<file path="src/rtl/xy_moment_window.sv">
// Sliding-window m00 / m10 / m01 intensity moments over a WINDOW_SIZE_X x WINDOW_SIZE_Y window, one column per cycle.
// Latency: column sampled at edge N is visible on the outputs after edge N+2, i.e. three cycles after it is presented.
// Backpressure: none; a column is accepted on every cycle in_valid is high, bubbles pass through as out_valid = 0.
module xy_moment_window #(
  parameter int LUMA_BITS     = 8,
  parameter int WINDOW_SIZE_X = 7,
  parameter int WINDOW_SIZE_Y = 5,
  localparam int HX       = WINDOW_SIZE_X / 2,
  localparam int HY       = WINDOW_SIZE_Y / 2,
  localparam int M00_BITS = LUMA_BITS + $clog2(WINDOW_SIZE_X * WINDOW_SIZE_Y),
  localparam int M01_BITS = $clog2(HY * (HY + 1) * WINDOW_SIZE_X / 2) + LUMA_BITS + 1,
  localparam int M10_BITS = $clog2(HX * (HX + 1) * WINDOW_SIZE_Y / 2) + LUMA_BITS + 1
) (
  input  logic                                      clk,
  input  logic                                      in_reset_n,
  input  logic                                      in_restart,
  input  logic                                      in_valid,
  input  logic [WINDOW_SIZE_Y-1:0][LUMA_BITS-1:0]   in_column,
  input  logic [WINDOW_SIZE_Y-1:0][LUMA_BITS-1:0]   in_peek_column,
  output logic [M00_BITS-1:0]                       out_m00,
  output logic signed [M10_BITS-1:0]                out_m10,
  output logic signed [M01_BITS-1:0]                out_m01,
  output logic                                      out_valid
);

  localparam int SB = LUMA_BITS + $clog2(WINDOW_SIZE_Y);  // column sum width
  localparam int FW = $clog2(WINDOW_SIZE_X + 1);          // fill counter width
  localparam int SW = M00_BITS + 1;
  localparam int XW = M10_BITS + 1;
  localparam int YW = M01_BITS + 1;

  typedef logic [WINDOW_SIZE_Y-1:0][LUMA_BITS-1:0] col_t;

  function automatic logic [SB-1:0] col_sum(input col_t c);
    logic [SB-1:0] acc;
    acc = '0;
    for (int i = 0; i < WINDOW_SIZE_Y; i++) acc = acc + SB'(c[i]);
    return acc;
  endfunction

  // Row weight runs from -HY (top, index 0) to +HY (bottom).
  function automatic logic signed [M01_BITS-1:0] col_wsum(input col_t c);
    logic signed [M01_BITS-1:0] acc, wt, px;
    acc = '0;
    for (int i = 0; i < WINDOW_SIZE_Y; i++) begin
      wt  = M01_BITS'(i - HY);
      px  = M01_BITS'(c[i]);
      acc = acc + wt * px;
    end
    return acc;
  endfunction

  logic                        clear;
  logic [FW-1:0]               fill;
  logic                        filling;
  logic                        v1, full1, v2;
  logic [SB-1:0]               s_in1, s_out1;
  logic signed [M01_BITS-1:0]  w_in1, w_out1;
  logic [M00_BITS-1:0]         acc_s;
  logic signed [M10_BITS-1:0]  acc_mx;
  logic signed [M01_BITS-1:0]  acc_my;
  logic [SW-1:0]               s_nxt;
  logic signed [XW-1:0]        mx_nxt;
  logic signed [YW-1:0]        my_nxt;

  assign clear   = !in_reset_n || in_restart;
  // Until the window has seen WINDOW_SIZE_X columns nothing leaves it, so the peek column is ignored.
  assign filling = fill < FW'(WINDOW_SIZE_X);

  // Stage 1: column sums and y-weighted sums of the entering and leaving columns, plus fill tracking.
  always_ff @(posedge clk) begin
    if (clear) begin
      v1     <= 1'b0;
      full1  <= 1'b0;
      fill   <= '0;
      s_in1  <= '0;
      s_out1 <= '0;
      w_in1  <= '0;
      w_out1 <= '0;
    end else begin
      v1 <= in_valid;
      if (in_valid) begin
        s_in1  <= col_sum(in_column);
        w_in1  <= col_wsum(in_column);
        s_out1 <= filling ? '0 : col_sum(in_peek_column);
        w_out1 <= filling ? '0 : col_wsum(in_peek_column);
        // Window is full once this column is in: fill was already at least WINDOW_SIZE_X-1.
        full1  <= fill >= FW'(WINDOW_SIZE_X - 1);
        if (filling) fill <= fill + 1'b1;
      end
    end
  end

  // Stage 2 arithmetic: shifting the window left moves every column one x step down, so MX loses S;
  // the leaving column is now at -(HX+1) and is added back out, the entering one lands at +HX.
  always_comb begin
    s_nxt  = SW'(acc_s) - SW'(s_out1) + SW'(s_in1);
    mx_nxt = {acc_mx[M10_BITS-1], acc_mx} + XW'(HX + 1) * XW'(s_out1) - XW'(acc_s)
             + XW'(HX) * XW'(s_in1);
    my_nxt = {acc_my[M01_BITS-1], acc_my} - {w_out1[M01_BITS-1], w_out1}
             + {w_in1[M01_BITS-1], w_in1};
  end

  // Stage 2: accumulator update on valid stage-1 data; flags results that describe a full window.
  always_ff @(posedge clk) begin
    if (clear) begin
      acc_s  <= '0;
      acc_mx <= '0;
      acc_my <= '0;
      v2     <= 1'b0;
    end else begin
      v2 <= v1 && full1;
      if (v1) begin
        acc_s  <= M00_BITS'(s_nxt);
        acc_mx <= M10_BITS'(mx_nxt);
        acc_my <= M01_BITS'(my_nxt);
      end
    end
  end

  // Stage 3: publish full-window results; outputs hold between pulses.
  always_ff @(posedge clk) begin
    if (clear) begin
      out_m00   <= '0;
      out_m10   <= '0;
      out_m01   <= '0;
      out_valid <= 1'b0;
    end else begin
      out_valid <= v2;
      if (v2) begin
        out_m00 <= acc_s;
        out_m10 <= acc_mx;
        out_m01 <= acc_my;
      end
    end
  end

endmodule

</file>
<file path="config.mk">
export PLATFORM = sky130hd
export DESIGN_NAME = xy_moment_window
export DESIGN_NICKNAME = d
export VERILOG_FILES = /design/src/rtl/xy_moment_window.sv
export SDC_FILE = /design/constraint.sdc
export NUM_CORES = 1
export LEC_CHECK = 0
export ABC_AREA = 1
export CAP_MARGIN = 20
export CORE_MARGIN = 3
export CORE_UTILIZATION = 59
export DETAILED_ROUTE_END_ITERATION = 8
export GPL_ROUTABILITY_DRIVEN = 1
export PLACE_DENSITY_LB_ADDON = 0.3
export RECOVER_POWER = 25
export SYNTH_ARGS = -nofsm -noshare
export SYNTH_HDL_FRONTEND = slang
export SYNTH_SLANG_ARGS = --single-unit
</file>
<file path="constraint.sdc">
create_clock -name clk -period 4.6 [get_ports clk]
set_input_delay 0.92 -clock clk [delete_from_list [all_inputs] [get_ports clk]]
set_output_delay 0.92 -clock clk [all_outputs]
set_load 0.02 [all_outputs]
</file>
# Word level (Yosys, flattened, before mapping)
# Index checks and enable logic that the tools add are counted.
# op_classes
add_sub_neg,26
div,0
n_eq_ne,0
bitwise,0
magnitude_cmp,2
reduce_logical,4
shift,0
muxes,2
mul,1
# op_table
operator,count
adder 14 bit,4
adder 14 x 10 -> 14 bit,2
adder 14 x 9 -> 14 bit,2
negator 8 -> 14 bit,2
subtractor 14 bit,2
negator 8 -> 13 bit,2
adder 10 x 8 -> 11 bit,2
adder 11 x 8 -> 11 bit,2
adder 9 x 8 -> 10 bit,2
adder 8 x 8 -> 9 bit,2
adder 14 x 11 -> 14 bit,1
adder 14 x 13 -> 14 bit,1
two-way mux 14 bit,1
subtractor 14 x 11 -> 14 bit,1
"multiplier 2 x 11 -> 13 bit, first input constant",1
two-way mux 11 bit,1
"adder 3 x 1 -> 3 bit, second input constant",1
">= comparator 3 bit, second input constant",1
"less-than comparator 3 bit, second input constant",1
AND reduction 2 bit,1
logical AND 1 bit,1
logical NOT 1 bit,1
logical OR 1 bit,1
# totals
latch_bits,0
reg_bits,141
in_bits,84
mem_bits_rw,0
rom_bits,0
wordCells,50
mem_count,0

# Logic depth before layout (Yosys ltp)
# logic_depth
word_depth,5
ltp_mapped,19
depth_no_buf,19

# Worst setup path before layout
# No wires, ideal clock.
# synth_path
path_type,input-to-reg
from,input port in_peek_column[1] (netlist bit)
to,register s_out1[9]
t_arrival_ns,3.790
cell_stages,17
setup_slack_ns,0.701
t_required_ns,4.491
cell_sequence,inv_1 fa_1 fa_1 fa_1 inv_1 ha_1 inv_1 fa_1 nand3b_1 nand2_1 nand2_1 nor2_1 nand2_1 nand4_1 nand3_1 nand2_1 inv_1
# synth_via
elab_chain_cells,5
# synth_lines
element,line_no,text
from (decl),19,"input logic [WINDOW_SIZE_Y-1:0][LUMA_BITS-1:0] in_peek_column,"
adder 8 x 8 -> 9 bit,37,for (int i = 0; i < WINDOW_SIZE_Y; i++) acc = acc + SB'(c[i]);
adder 9 x 8 -> 10 bit,37,
adder 10 x 8 -> 11 bit,37,
adder 11 x 8 -> 11 bit,37,
two-way mux 11 bit,85,s_out1 <= filling ? '0 : col_sum(in_peek_column);
to (signal assigned),85,
to (decl),57,"logic [SB-1:0] s_in1, s_out1;"
# Every way passes these cells.
# A chain may end at the register's enable or synchronous reset.

# Worst setup path after layout
# Ends and elaborated chain as after synthesis.

==> results.py <==
metrics = {
    "yosys": {
        "yosysMostFrequentCell": "inv_1",
        "synth-edff-count": 0,
        "synth_common_cells": "507 x inv_1, 263 x nand2_1, 184 x a21oi_1, 141 x dfxtp_1, 134 x fa_1",
        "ys_seq_area_share_pct": 21.5,
        "yosysWarnings": 0,
        "synth.cell_area_um2": 13100,
        "synth_top_area_share_pct": 21.5,
        "ys_ff_latch": 141,
        "synth_top_area_cell": "dfxtp_1",
        "syn-num-nets": 2112,
        "ys.flop_type": "dfxtp_1",
        "postSynthCellCount": 1789,
        "async_flop_share_pct": 0,
        "synth.distinct_cells": 41,
        "synth_area_per_cell_um2": 7.35,
        "ys_top_cells_by_area": "dfxtp_1 21%, fa_1 20%, inv_1 14%",
    },
    "worst_setup_path": {
        "cp_max_fo": 3,
        "critPathArrivalTime_ps": 4560,
        "cp-endpoint": "s_out1[9]$_SDFFE_PP0P_",
        "worstPathRequired_ps": 4970,
        "end_kind": "flip-flop",
        "crit_type": "in -> reg",
        "reg2reg_slack_ps": 1130,
        "r2r_cells": 15,
        "r2r-start": "acc_s[6]$_SDFFE_PP0P_",
        "regToRegEndpoint": "acc_mx[9]$_SDFFE_PP0P_",
        "startpoint_type": "input port",
        "critPathLaunch": "in_peek_column[1]",
    },
    "timing": {
        "max_clock_freq_mhz": 239,
        "fin_crit_ps": 4190,
        "rsz0062_at_grt": "no",
        "fin_skew_ps": 11.0,
        "max-slew-margin-rel_pct": -31.0,
        "tightest_slew_ps": 1960,
        "period_share_pct": 91.0,
        "setup_viol": 0,
        "slew_violations": 33,
        "setup_tns_ps": 0,
        "final_hold_viol_count": 0,
    },
    "cts": {
        "cts_buffer_depth": 2,
        "ctsHoldBuffers": 0,
        "root_buffer": "clkbuf_16",
        "cts.repair.resized": 0,
        "h-tree-depth": 4,
        "cts_made_buffers": 17,
        "clk_latency_ps": 430,
        "post_cts_buffers": 0,
        "clk_pin_slew_ps": 60,
        "clock_sinks": 141,
        "cts_tree": "built",
    },
    "global_routing": {
        "antenna_found_initial": 0,
        "grt_pass1_vias": 11215,
        "grt_pass1_wl_um": 52900,
        "grt_overflow": 0,
        "grt_util_all_layers_pct": 27.0,
        "grt_max_degree": 70,
    },
    "floorplanning": {
        "start_util_pct": 61.2,
        "std_cell_rows": 53,
        "dieArea_um2": 24100,
        "ioPinCount": 127,
        "core_um2": 21500,
        "die_y_um": 155,
        "die_width_um": 155,
    },
    "route": {
        "via_per_inst": 5.14,
        "vias": 11310,
        "dr.pass1.iters": 5,
        "antenna_left": 0,
        "routed_wl_um": 31300,
        "initialDrtViolationCount": 718,
        "drt-wirelength-per-cell_um": 14.2,
        "post-route-drc-count": 0,
    },
    "cells_and_area": {
        "area_growth_pct": 16.2,
        "final_nets": 2236,
        "fin_area_um2": 15300,
        "drive_gt1_share_pct": 4.00,
        "insertedDiodeCount": 0,
    },
    "job": {
        "max_cap_viol_count": 1,
    },
    "placement": {
        "post_dp_cell_area_um2": 14800,
        "port_buffers": 126,
        "gp_congestion": 0.919,
        "dp_hpwl_um": 25800,
    },
    "min_path": {
        "hold_path.class": "reg -> reg",
    },
    "pwr": {
        "powerDensity_nw_per_um2": 364,
        "ir_drop_mv": 0.262,
        "p_leak_nw": 7.94,
    },
    "run_status": {
        "failed_checks": "capacitance limit, slew limit",
        "status": "finished, violations left",
    },
}
==> metal layers <==
layer	vias to the layer above	wire (um)	GRT usage, %	share of wire (%)
met5	-	0	0	0
met1	5215	14300	37.3	46
met3	39	1790	3.59	5.7
met2	345	14700	45.5	47
li1	5711	-	-	-
met4	0	485	6.50	1.6
==> cell families (layout without fill, tap and decap cells) <==
kind of cell	count (synthesis)	in the layout	share of synthesized area, %
xor gates and xnor gates	43	43	2.87
DFF	141	141	21.5
and+or+nand+nor	480	480	16.0
AOI/OAI and AO/OA	333	333	13.3
buffers and inverters	553	690	16.0
adders and majority gates	239	239	30.4
==> power by group <==
group          internal, W  total (W)  switching [W]
Clock             0.000690    0.00124       0.000551
Combinational      0.00117    0.00304        0.00187
Sequential         0.00125    0.00128      0.0000264
==> worst min path at each step <==
stage / startpoint / cells after the start / end
after floorplan: full1$_SDFFE_PP0P_ / 2 / v2$_SDFF_PP0_
after global placement: full1$_SDFFE_PP0P_ / 2 / v2$_SDFF_PP0_
after detailed placement: full1$_SDFFE_PP0P_ / 2 / v2$_SDFF_PP0_
after CTS: full1$_SDFFE_PP0P_ / 2 / v2$_SDFF_PP0_
after global routing: full1$_SDFFE_PP0P_ / 2 / v2$_SDFF_PP0_
final: full1$_SDFFE_PP0P_ / 2 / v2$_SDFF_PP0_
==> worst max-delay path, stage by stage <==
cell	delay, ps
clkdlybuf4s50_1	490
inv_1	80
fa_1	560
fa_1	440
fa_1	450
inv_1	70
ha_1	160
inv_1	60
fa_1	380
nand3b_1	180
nand2_1	90
nand2_1	70
nor2_1	180
nand2_1	100
nand2_1	70
nand3b_1	70
nand3_1	100
nand2_1	50
inv_1	50
==> layout by cell type, fill, tap and decap left out, types with 6 or more instances in the layout <==
cell type,count
buf_4,20
nand4_1,15
dlygate4sd3_1,16
clkdlybuf4s50_1,110
nor2_1,76
o21bai_1,8
o211ai_1,6
a31oi_1,6
fa_1,134
dfxtp_1,140
xnor2_1,16
inv_1,505
o21ai_1,8
xor2_1,27
ha_1,105
clkbuf_16,17
nand2_1,263
a21oi_1,184
o21ai_0,105
nand3_1,88
nor3_1,8
nand3b_1,6
==> through the flow <==
stage                     worst slack [ps]  utilization [%]  total power, W  cells  hold WS, ps
after global routing                   142             71.1         0.00609   2201          464
after CTS                              427             71.2         0.00554   2201          438
after global placement                55.3             68.6         0.00421   2168          422
final                                  413             71.1         0.00556   2201          438
after floorplan                        701                -         0.00354   1789          425
after detailed placement              14.1             68.7         0.00429   2169          430
==> registers in the layout (all words and copies together), names as in the netlist <==
register	cells
acc_mx	14
acc_my	14
acc_s	14
fill	3
full1	1
out_m00	14
out_m01	14
out_m10	14
out_valid	1
s_in1	11
s_out1	11
v1	1
v2	1
w_in1	14
w_out1	14
==> cell type report <==
| type | count | area (um2) |
|---|---|---|
| multi-input combinational | 1095 | 8220 |
| sequential | 141 | 2820 |
| inverter | 510 | 1910 |
| clock buffer | 19 | 433 |
| fill | 1787 | 6210 |
| timing repair buffer | 148 | 1450 |
| clock inverter | 13 | 93.8 |
| tap | 275 | 344 |
No activity file was read; power rests on OpenSTA's default activity.
